--- src/rtl/seu_readout_pkg.sv ---
// Shared types and constants for the SEU counter readout engine.
// SEU_READOUT_PARITY_EN adds the PAR state to the state enum.
package seu_readout_pkg;

    localparam logic [2:0]  SEU_HDR_SYNC = 3'b101;
    localparam int unsigned SEU_HDR_LEN  = 4;

`ifdef SEU_READOUT_PARITY_EN
    typedef enum logic [1:0] {StIdle, StHdr, StData, StPar} seu_state_e;
`else
    typedef enum logic [1:0] {StIdle, StHdr, StData} seu_state_e;
`endif

    // Header bit idx (0 = first on the wire): sync pattern then the overrun flag.
    function automatic logic seu_hdr_bit(input logic [1:0] idx, input logic ovr);
        logic [3:0] hdr;
        hdr = {SEU_HDR_SYNC, ovr};
        return hdr[2'd3 - idx];
    endfunction

endpackage

--- src/rtl/seu_count_readout_if.sv ---
// Counter-side and serial-side signals of the SEU readout engine.
// The master modport is the user, the slave modport is the engine.
interface seu_count_readout_if #(
    parameter int unsigned SEUCNTWIDTH = 8,
    parameter int unsigned NCNT        = 4
);
    logic                          readReq;
    logic [NCNT*SEUCNTWIDTH-1:0]   seuCount;
    logic                          seuCountRst;
    logic                          sdo;
    logic                          sdoValid;
    logic                          sdoFirst;
    logic                          busy;

    modport master (
        output readReq, seuCount,
        input  seuCountRst, sdo, sdoValid, sdoFirst, busy
    );

    modport slave (
        input  readReq, seuCount,
        output seuCountRst, sdo, sdoValid, sdoFirst, busy
    );
endinterface

--- src/rtl/seu_readout_shifter.sv ---
// Parallel-load, MSB-first PISO holding the counter snapshot.
// next_msb_o is the bit that will sit at the MSB after this edge.
module seu_readout_shifter #(
    parameter int unsigned Width = 32
) (
    input  logic             clk,
    input  logic             rst,
    input  logic             load_i,
    input  logic             shift_i,
    input  logic [Width-1:0] par_i,
    output logic             next_msb_o
);
    logic [Width-1:0] data_q, data_d;

    always_comb begin
        data_d = data_q;
        if (load_i) begin
            data_d = par_i;
        end else if (shift_i) begin
            data_d = {data_q[Width-2:0], 1'b0};
        end
    end

    assign next_msb_o = data_d[Width-1];

    always_ff @(posedge clk or posedge rst) begin
        if (rst) begin
            data_q <= '0;
        end else begin
            data_q <= data_d;
        end
    end
endmodule

--- src/rtl/seu_count_readout.sv ---
// SEU counter readout: snapshot, clear pulse, framed MSB-first serial stream.
// Define SEU_READOUT_PARITY_EN to append an even-parity bit to each frame.
module seu_count_readout
    import seu_readout_pkg::*;
#(
    parameter int unsigned SEUCNTWIDTH = 8,
    parameter int unsigned NCNT        = 4
) (
    input logic                clk,
    input logic                rst,
    seu_count_readout_if.slave bus
);
    localparam int unsigned DataW = NCNT * SEUCNTWIDTH;
    localparam int unsigned CntW  = $clog2(DataW > SEU_HDR_LEN ? DataW : SEU_HDR_LEN);
    localparam logic [CntW-1:0] HdrLast  = CntW'(SEU_HDR_LEN - 1);
    localparam logic [CntW-1:0] DataLast = CntW'(DataW - 1);

    seu_state_e      state_q, state_d;
    logic [CntW-1:0] cnt_q, cnt_d;
    logic            overrun_q, overrun_d;
    logic            ovout_q, ovout_d;
    logic            sdo_q, sdo_d;
    logic            active_q, active_d;
    logic            first_q, clr_q;
    logic            accept, last_bit, shift, next_msb;
    logic [DataW-1:0] data_par;
`ifdef SEU_READOUT_PARITY_EN
    logic            par_q, par_d;
`endif

    // Counter 0 goes to the top of the PISO so it leaves first.
    always_comb begin
        data_par = '0;
        for (int unsigned k = 0; k < NCNT; k++) begin
            data_par[DataW-1-k*SEUCNTWIDTH -: SEUCNTWIDTH] =
                bus.seuCount[k*SEUCNTWIDTH +: SEUCNTWIDTH];
        end
    end

    seu_readout_shifter #(
        .Width (DataW)
    ) u_shifter (
        .clk        (clk),
        .rst        (rst),
        .load_i     (accept),
        .shift_i    (shift),
        .par_i      (data_par),
        .next_msb_o (next_msb)
    );

    always_ff @(posedge clk or posedge rst) begin
        if (rst) begin
            state_q   <= StIdle;
            cnt_q     <= '0;
            overrun_q <= 1'b0;
            ovout_q   <= 1'b0;
            sdo_q     <= 1'b0;
            active_q  <= 1'b0;
            first_q   <= 1'b0;
            clr_q     <= 1'b0;
`ifdef SEU_READOUT_PARITY_EN
            par_q     <= 1'b0;
`endif
        end else begin
            state_q   <= state_d;
            cnt_q     <= cnt_d;
            overrun_q <= overrun_d;
            ovout_q   <= ovout_d;
            sdo_q     <= sdo_d;
            active_q  <= active_d;
            first_q   <= accept;
            clr_q     <= accept;
`ifdef SEU_READOUT_PARITY_EN
            par_q     <= par_d;
`endif
        end
    end

    // A request on the edge that ends the last frame bit starts the next frame directly.
    always_comb begin
        state_d  = state_q;
        cnt_d    = cnt_q;
        shift    = 1'b0;
        last_bit = 1'b0;
        unique case (state_q)
            StIdle: ;
            StHdr: begin
                if (cnt_q == HdrLast) begin
                    state_d = StData;
                    cnt_d   = '0;
                end else begin
                    cnt_d = cnt_q + 1'b1;
                end
            end
            StData: begin
                if (cnt_q == DataLast) begin
`ifdef SEU_READOUT_PARITY_EN
                    state_d  = StPar;
`else
                    state_d  = StIdle;
                    last_bit = 1'b1;
`endif
                    cnt_d = '0;
                end else begin
                    cnt_d = cnt_q + 1'b1;
                    shift = 1'b1;
                end
            end
`ifdef SEU_READOUT_PARITY_EN
            StPar: begin
                state_d  = StIdle;
                last_bit = 1'b1;
            end
`endif
            default: state_d = StIdle;
        endcase
        accept = bus.readReq && ((state_q == StIdle) || last_bit);
        if (accept) begin
            state_d = StHdr;
            cnt_d   = '0;
        end
    end

    always_comb begin
        overrun_d = overrun_q;
        ovout_d   = ovout_q;
        if (accept) begin
            ovout_d   = overrun_q;
            overrun_d = 1'b0;
        end else if (bus.readReq && (state_q != StIdle)) begin
            overrun_d = 1'b1;
        end

        sdo_d = 1'b0;
        unique case (state_d)
            StHdr:  sdo_d = seu_hdr_bit(cnt_d[1:0], ovout_d);
            StData: sdo_d = next_msb;
`ifdef SEU_READOUT_PARITY_EN
            StPar:  sdo_d = par_q;
`endif
            default: ;
        endcase
        active_d = (state_d != StIdle);
`ifdef SEU_READOUT_PARITY_EN
        // Running XOR of every bit already placed on sdo in this frame.
        par_d = (accept ? 1'b0 : par_q) ^ sdo_d;
`endif
    end

    assign bus.sdo         = sdo_q;
    assign bus.sdoValid    = active_q;
    assign bus.busy        = active_q;
    assign bus.sdoFirst    = first_q;
    assign bus.seuCountRst = clr_q;
endmodule

--- src/flat_wrapper.sv ---
// flat-port wrapper written by rule: the top's interface ports become plain ports
module seu_count_readout_flat import seu_readout_pkg::*;
#(
    parameter int unsigned SEUCNTWIDTH = 8,
    parameter int unsigned NCNT        = 4
)
  (clk, rst, bus_readReq, bus_seuCount, bus_seuCountRst, bus_sdo, bus_sdoValid, bus_sdoFirst, bus_busy);
  seu_count_readout_if #(.SEUCNTWIDTH(SEUCNTWIDTH), .NCNT(NCNT)) bus_i ();
  input logic clk;
  input logic rst;
  input wire logic [$bits(bus_i.readReq)-1:0] bus_readReq;
  input wire logic [$bits(bus_i.seuCount)-1:0] bus_seuCount;
  output wire logic [$bits(bus_i.seuCountRst)-1:0] bus_seuCountRst;
  output wire logic [$bits(bus_i.sdo)-1:0] bus_sdo;
  output wire logic [$bits(bus_i.sdoValid)-1:0] bus_sdoValid;
  output wire logic [$bits(bus_i.sdoFirst)-1:0] bus_sdoFirst;
  output wire logic [$bits(bus_i.busy)-1:0] bus_busy;
  assign bus_i.readReq = bus_readReq;
  assign bus_i.seuCount = bus_seuCount;
  assign bus_seuCountRst = bus_i.seuCountRst;
  assign bus_sdo = bus_i.sdo;
  assign bus_sdoValid = bus_i.sdoValid;
  assign bus_sdoFirst = bus_i.sdoFirst;
  assign bus_busy = bus_i.busy;
  seu_count_readout #(.SEUCNTWIDTH(SEUCNTWIDTH), .NCNT(NCNT)) u_core (.clk(clk), .rst(rst), .bus(bus_i));
endmodule
--- config.mk ---
export PLATFORM = sky130hd
export DESIGN_NAME = seu_count_readout_flat
export DESIGN_NICKNAME = d
export VERILOG_FILES = /design/src/rtl/seu_readout_pkg.sv /design/src/rtl/seu_count_readout_if.sv /design/src/rtl/seu_readout_shifter.sv /design/src/rtl/seu_count_readout.sv /design/src/flat_wrapper.sv
export SDC_FILE = /design/constraint.sdc
export NUM_CORES = 1
export LEC_CHECK = 0
export BUFFER_PORTS_ARGS = -buffer_cell sky130_fd_sc_hd__buf_4
export CAP_MARGIN = 20
export CORE_MARGIN = 5
export CORE_UTILIZATION = 40
export CTS_BUF_LIST = sky130_fd_sc_hd__clkbuf_16
export DETAILED_ROUTE_END_ITERATION = 6
export PLACE_DENSITY = 0.67
export SYNTH_ARGS = -nofsm -noshare
export SYNTH_HDL_FRONTEND = slang
export SYNTH_SLANG_ARGS = --single-unit
--- constraint.sdc ---
create_clock -name clk -period 2.66 [get_ports clk]
set_clock_uncertainty 0.2 [all_clocks]
set_input_delay 0.266 -clock clk [delete_from_list [all_inputs] [get_ports clk]]
set_output_delay 0.266 -clock clk [all_outputs]
set_load 0.02 [all_outputs]
==> metrics list <==
* Critical Path Source Type: flip-flop
- The worst setup path is of the reg2reg kind.
- Area Overhead vs Synth: 40.0%
* Synth Area per Inst: 10.2 um^2
* Drt wl/cell: 12.0 um
* Overall die height: 84.1 um
* Final antenna-violating net count: 0
- Required @ worst endpoint: 2.66 ns
- I/O pin count: 40
* Number of flops mapped to enable cells by yosys: 0
* Deepest level of the CTS H-tree: 2
- Accumulated negative setup slack: 0 ns
- After technology mapping, the gate count stands at 214.
- Of the total power, combinational logic draws 35.7%.
- Measured in cells, the most critical reg-to-reg path has a length of 10.
- Effective utilization at floorplan: 40.6%
- Total count of max-transition violations in the final report: 0
- Antenna diode instance count: 0
- Combined area of all synthesized cells: 2190 um^2
* Result of the run: finished with violations
* CP Data Arrival Time: 2.57 ns
- Die Width: 84.1 um
* Antenna violations before repair: 0
- The cell sitting at the root of the clock tree is a clkbuf_16.
- Critical Path End Type: flip-flop
- Number of distinct library cells after synthesis: 33
- At the pin with the least slew margin, the transition time is 0.898 ns.
- Sequential-to-total area share from yosys stat: 50.2%
* Top_reg_cell synth: dfrtp_1
- In the synthesized netlist the async set-or-reset flop fraction comes to 100%.
* Fraction of final layout cells sized beyond drive strength 1: 24.7%
* Post-detail-place hpwl: 2820 um
- In this run switching power makes up 33.0% of total power.
- Total number of nets in the final design: 326
- Inserted Clock Buffers: 5
- The count of endpoints failing hold in the final timing report came to 32.
* Leakage Power: 0.00157 uW
- For this block, the initial DRC count from the detailed router was 75.
* Portion of synthesized cell area occupied by the leading cell type: 50.2%
- Clock period minus worst slack: 2.57 ns
- The via count of the first global-routing pass is 1,718.
- Buffers placed on the I/O ports in this run total 39.
* Max capacitance violation total: 0
- The final route contains 1,707 vias.
- Counting flops and latches in the post-synthesis netlist gives 44.
- Cell internal power was estimated by the tool at 1890 uW.
* Die Footprint: 7060 um^2
- In the finished design, the share of the clock period the worst path needs comes to 96.5%.
- Ranked by total cell area, the synthesized netlist is headed by dfrtp_1 50%, mux2i_1 14%, nand2_1 6.3%, o21ai_0 5.5%, ha_1 5.1%.
- Total congestion overflow: 0
* Core area: 5410 um^2
- Num rows: 27
- Net count after synthesis: 258
- Static timing analysis puts the maximum clock frequency at 390 MHz.
- Internal reg-to-reg setup slack: 0.09 ns
* Net Sw Power: 931 uW
- WL final: 4250 um
- IR analysis of the VDD net gives a maximum drop of 496 uV.
- The synthesized design spends more area on one cell type than any other, namely dfrtp_1.
- Final weighted congestion in routability-driven placement: 0.867
- Clock latency on the worst-skew pair, taken at its later pin, is 0.28 ns.
- Violations in the final reports: hold timing
- Setup violations remaining at the end of the flow were counted as 0.
- Aggregate global-route resource usage: 12.6%
- Power spread over the standard cell area amounts to 919 nW/um^2.
* Critical R2R Capture: u_core.bus.sdo
- Router iterations before antenna repair: 4
- Via-per-instance ratio: 4.81
- During synthesis, Yosys emitted a total of 0 warnings.
- Class of the worst hold path: in2async
* Global-route wire length before repair: 7380 um
- For this design, the sink count on the clock tree is 44.
- Largest net degree at the start of global routing: 53
- The startpoint identified for the worst register-to-register timing path is u_core.cnt_q[1].
- Along the worst path, the maximum fanout reaches 4.
- Counting along the longest clock path gives a buffer depth of 2.
- Remaining DRCs: 0
- Rel. slew slack: 40.0%
- Hold Slack: -0.0172 ns
- Clock slew seen by the registers of the worst setup and hold paths: 0.06 ns
- TritonCTS clock tree: done
* Total design power: 2820 uW
- Sequential cells account for 39.8% of the total power.
- The clock network burns 24.5% of the power.
flip-flops by register name, indices dropped and copies added (netlist names):
register	flops
u_core.state_q	2
u_core.cnt_q	5
u_core.ovout_q	1
u_core.overrun_q	1
u_core.bus.sdoFirst	1
u_core.bus.sdo	1
u_core.u_shifter.data_q	32
u_core.bus.busy	1
final cells by class:
| type | instances | area [um^2] |
|---|---|---|
| inverters | 8 | 30.0 |
| repair buffers | 75 | 636 |
| well taps | 72 | 90.1 |
| clock inverters | 3 | 42.5 |
| multi-input cells | 148 | 1050 |
| flip-flops and latches | 44 | 1100 |
| fillers | 478 | 2330 |
| clock buffers | 5 | 125 |
timing repair:
action	in CTS	in global routing
buffers inserted	0	2
endpoints found under the hold margin	29	0
hold buffers	29	0
endpoints found under the setup margin	0	2
resized for setup	0	6
cells by family after synthesis:
kind of cell	Yosys count	share of synthesized area, %
muxes	33	15.2
AOI/OAI and AO/OA	48	12.3
buffers and inverters	22	4.62
adders and majority gates	9	5.13
DFF	44	50.2
and+or+nand+nor	58	12.6
cell usage after synthesis, types with 3 or more instances:
| master | instances |
|---|---|
| o21ai_1 | 9 |
| ha_1 | 9 |
| nand2b_1 | 3 |
| buf_2 | 9 |
| clkbuf_1 | 3 |
| inv_1 | 7 |
| mux2i_1 | 31 |
| dfrtp_1 | 44 |
| a21oi_1 | 6 |
| nand2_1 | 37 |
| nor2_1 | 6 |
| o21ai_0 | 24 |
| nand3_1 | 3 |
through the flow:
stage	area, um^2	std cells	worst slack [ns]	util [%]
after floorplan	2200	214	0.0300	-
after global placement	2550	316	0.100	47.3
after detailed placement	2550	316	0.0334	47.3
after CTS	3010	353	0.0144	55.7
after global routing	3070	355	-0.00819	56.8
final	3070	355	0.0930	56.8
power groups by stage:
stage | Sequential [uW] | Combinational, uW | Clock (uW)
final | 1120 | 1010 | 692
after global routing | 1170 | 1150 | 733
after CTS | 1120 | 955 | 715
after detailed placement | 1130 | 922 | 0
after global placement | 1120 | 890 | 0
after floorplan | 1110 | 677 | 0
worst max-delay path: stages (launching register included):
cell	delay, ns
dfrtp_1	0.42
ha_4	0.18
and3_1	0.18
ha_1	0.19
nand2b_4	0.16
nand2b_4	0.08
a21oi_2	0.06
or4_4	0.55
ha_4	0.29
nand2_1	0.05
o22ai_1	0.14
how the worst max path moves through the flow:
stage	start	cells after the start	to
finish	u_core.cnt_q[1]	10	u_core.bus.sdo
global route	u_core.cnt_q[1]	10	u_core.bus.sdo
CTS	u_core.cnt_q[1]	10	u_core.bus.sdo
detailed placement	u_core.cnt_q[1]	10	u_core.bus.sdo
global placement	u_core.cnt_q[1]	10	u_core.bus.sdo
floorplan	u_core.cnt_q[0]	11	u_core.bus.sdo
metal layers:
metal	vias to the layer above	track usage, %	routed length, um
met2	36	21.8	2080
li1	874	-	-
met1	795	15.1	1960
met5	-	0	0
met4	0	4.39	29
met3	2	3.36	187
placed cells by master (no fill, tap or decap), drive strengths merged:
cell and n:
nand4b 1, nand3 3, clkinv 1, o21ai 33, ha 9, nor4b 1
and3 1, buf 46, dlygate4sd3 29, bufinv 1, a311oi 1, nand2b 4
clkinvlp 1, dfrtp 44, or4 2, inv 8, a31oi 2, o21bai 1
nor2b 1, o22ai 1, clkbuf 5, mux2 2, nor2 6, o21ba 1
a21oi 6, o211ai 2, nand2 37, mux2i 31, a21boi 1, or3 1
nor4 1
Power figures use the tool's default switching activity.
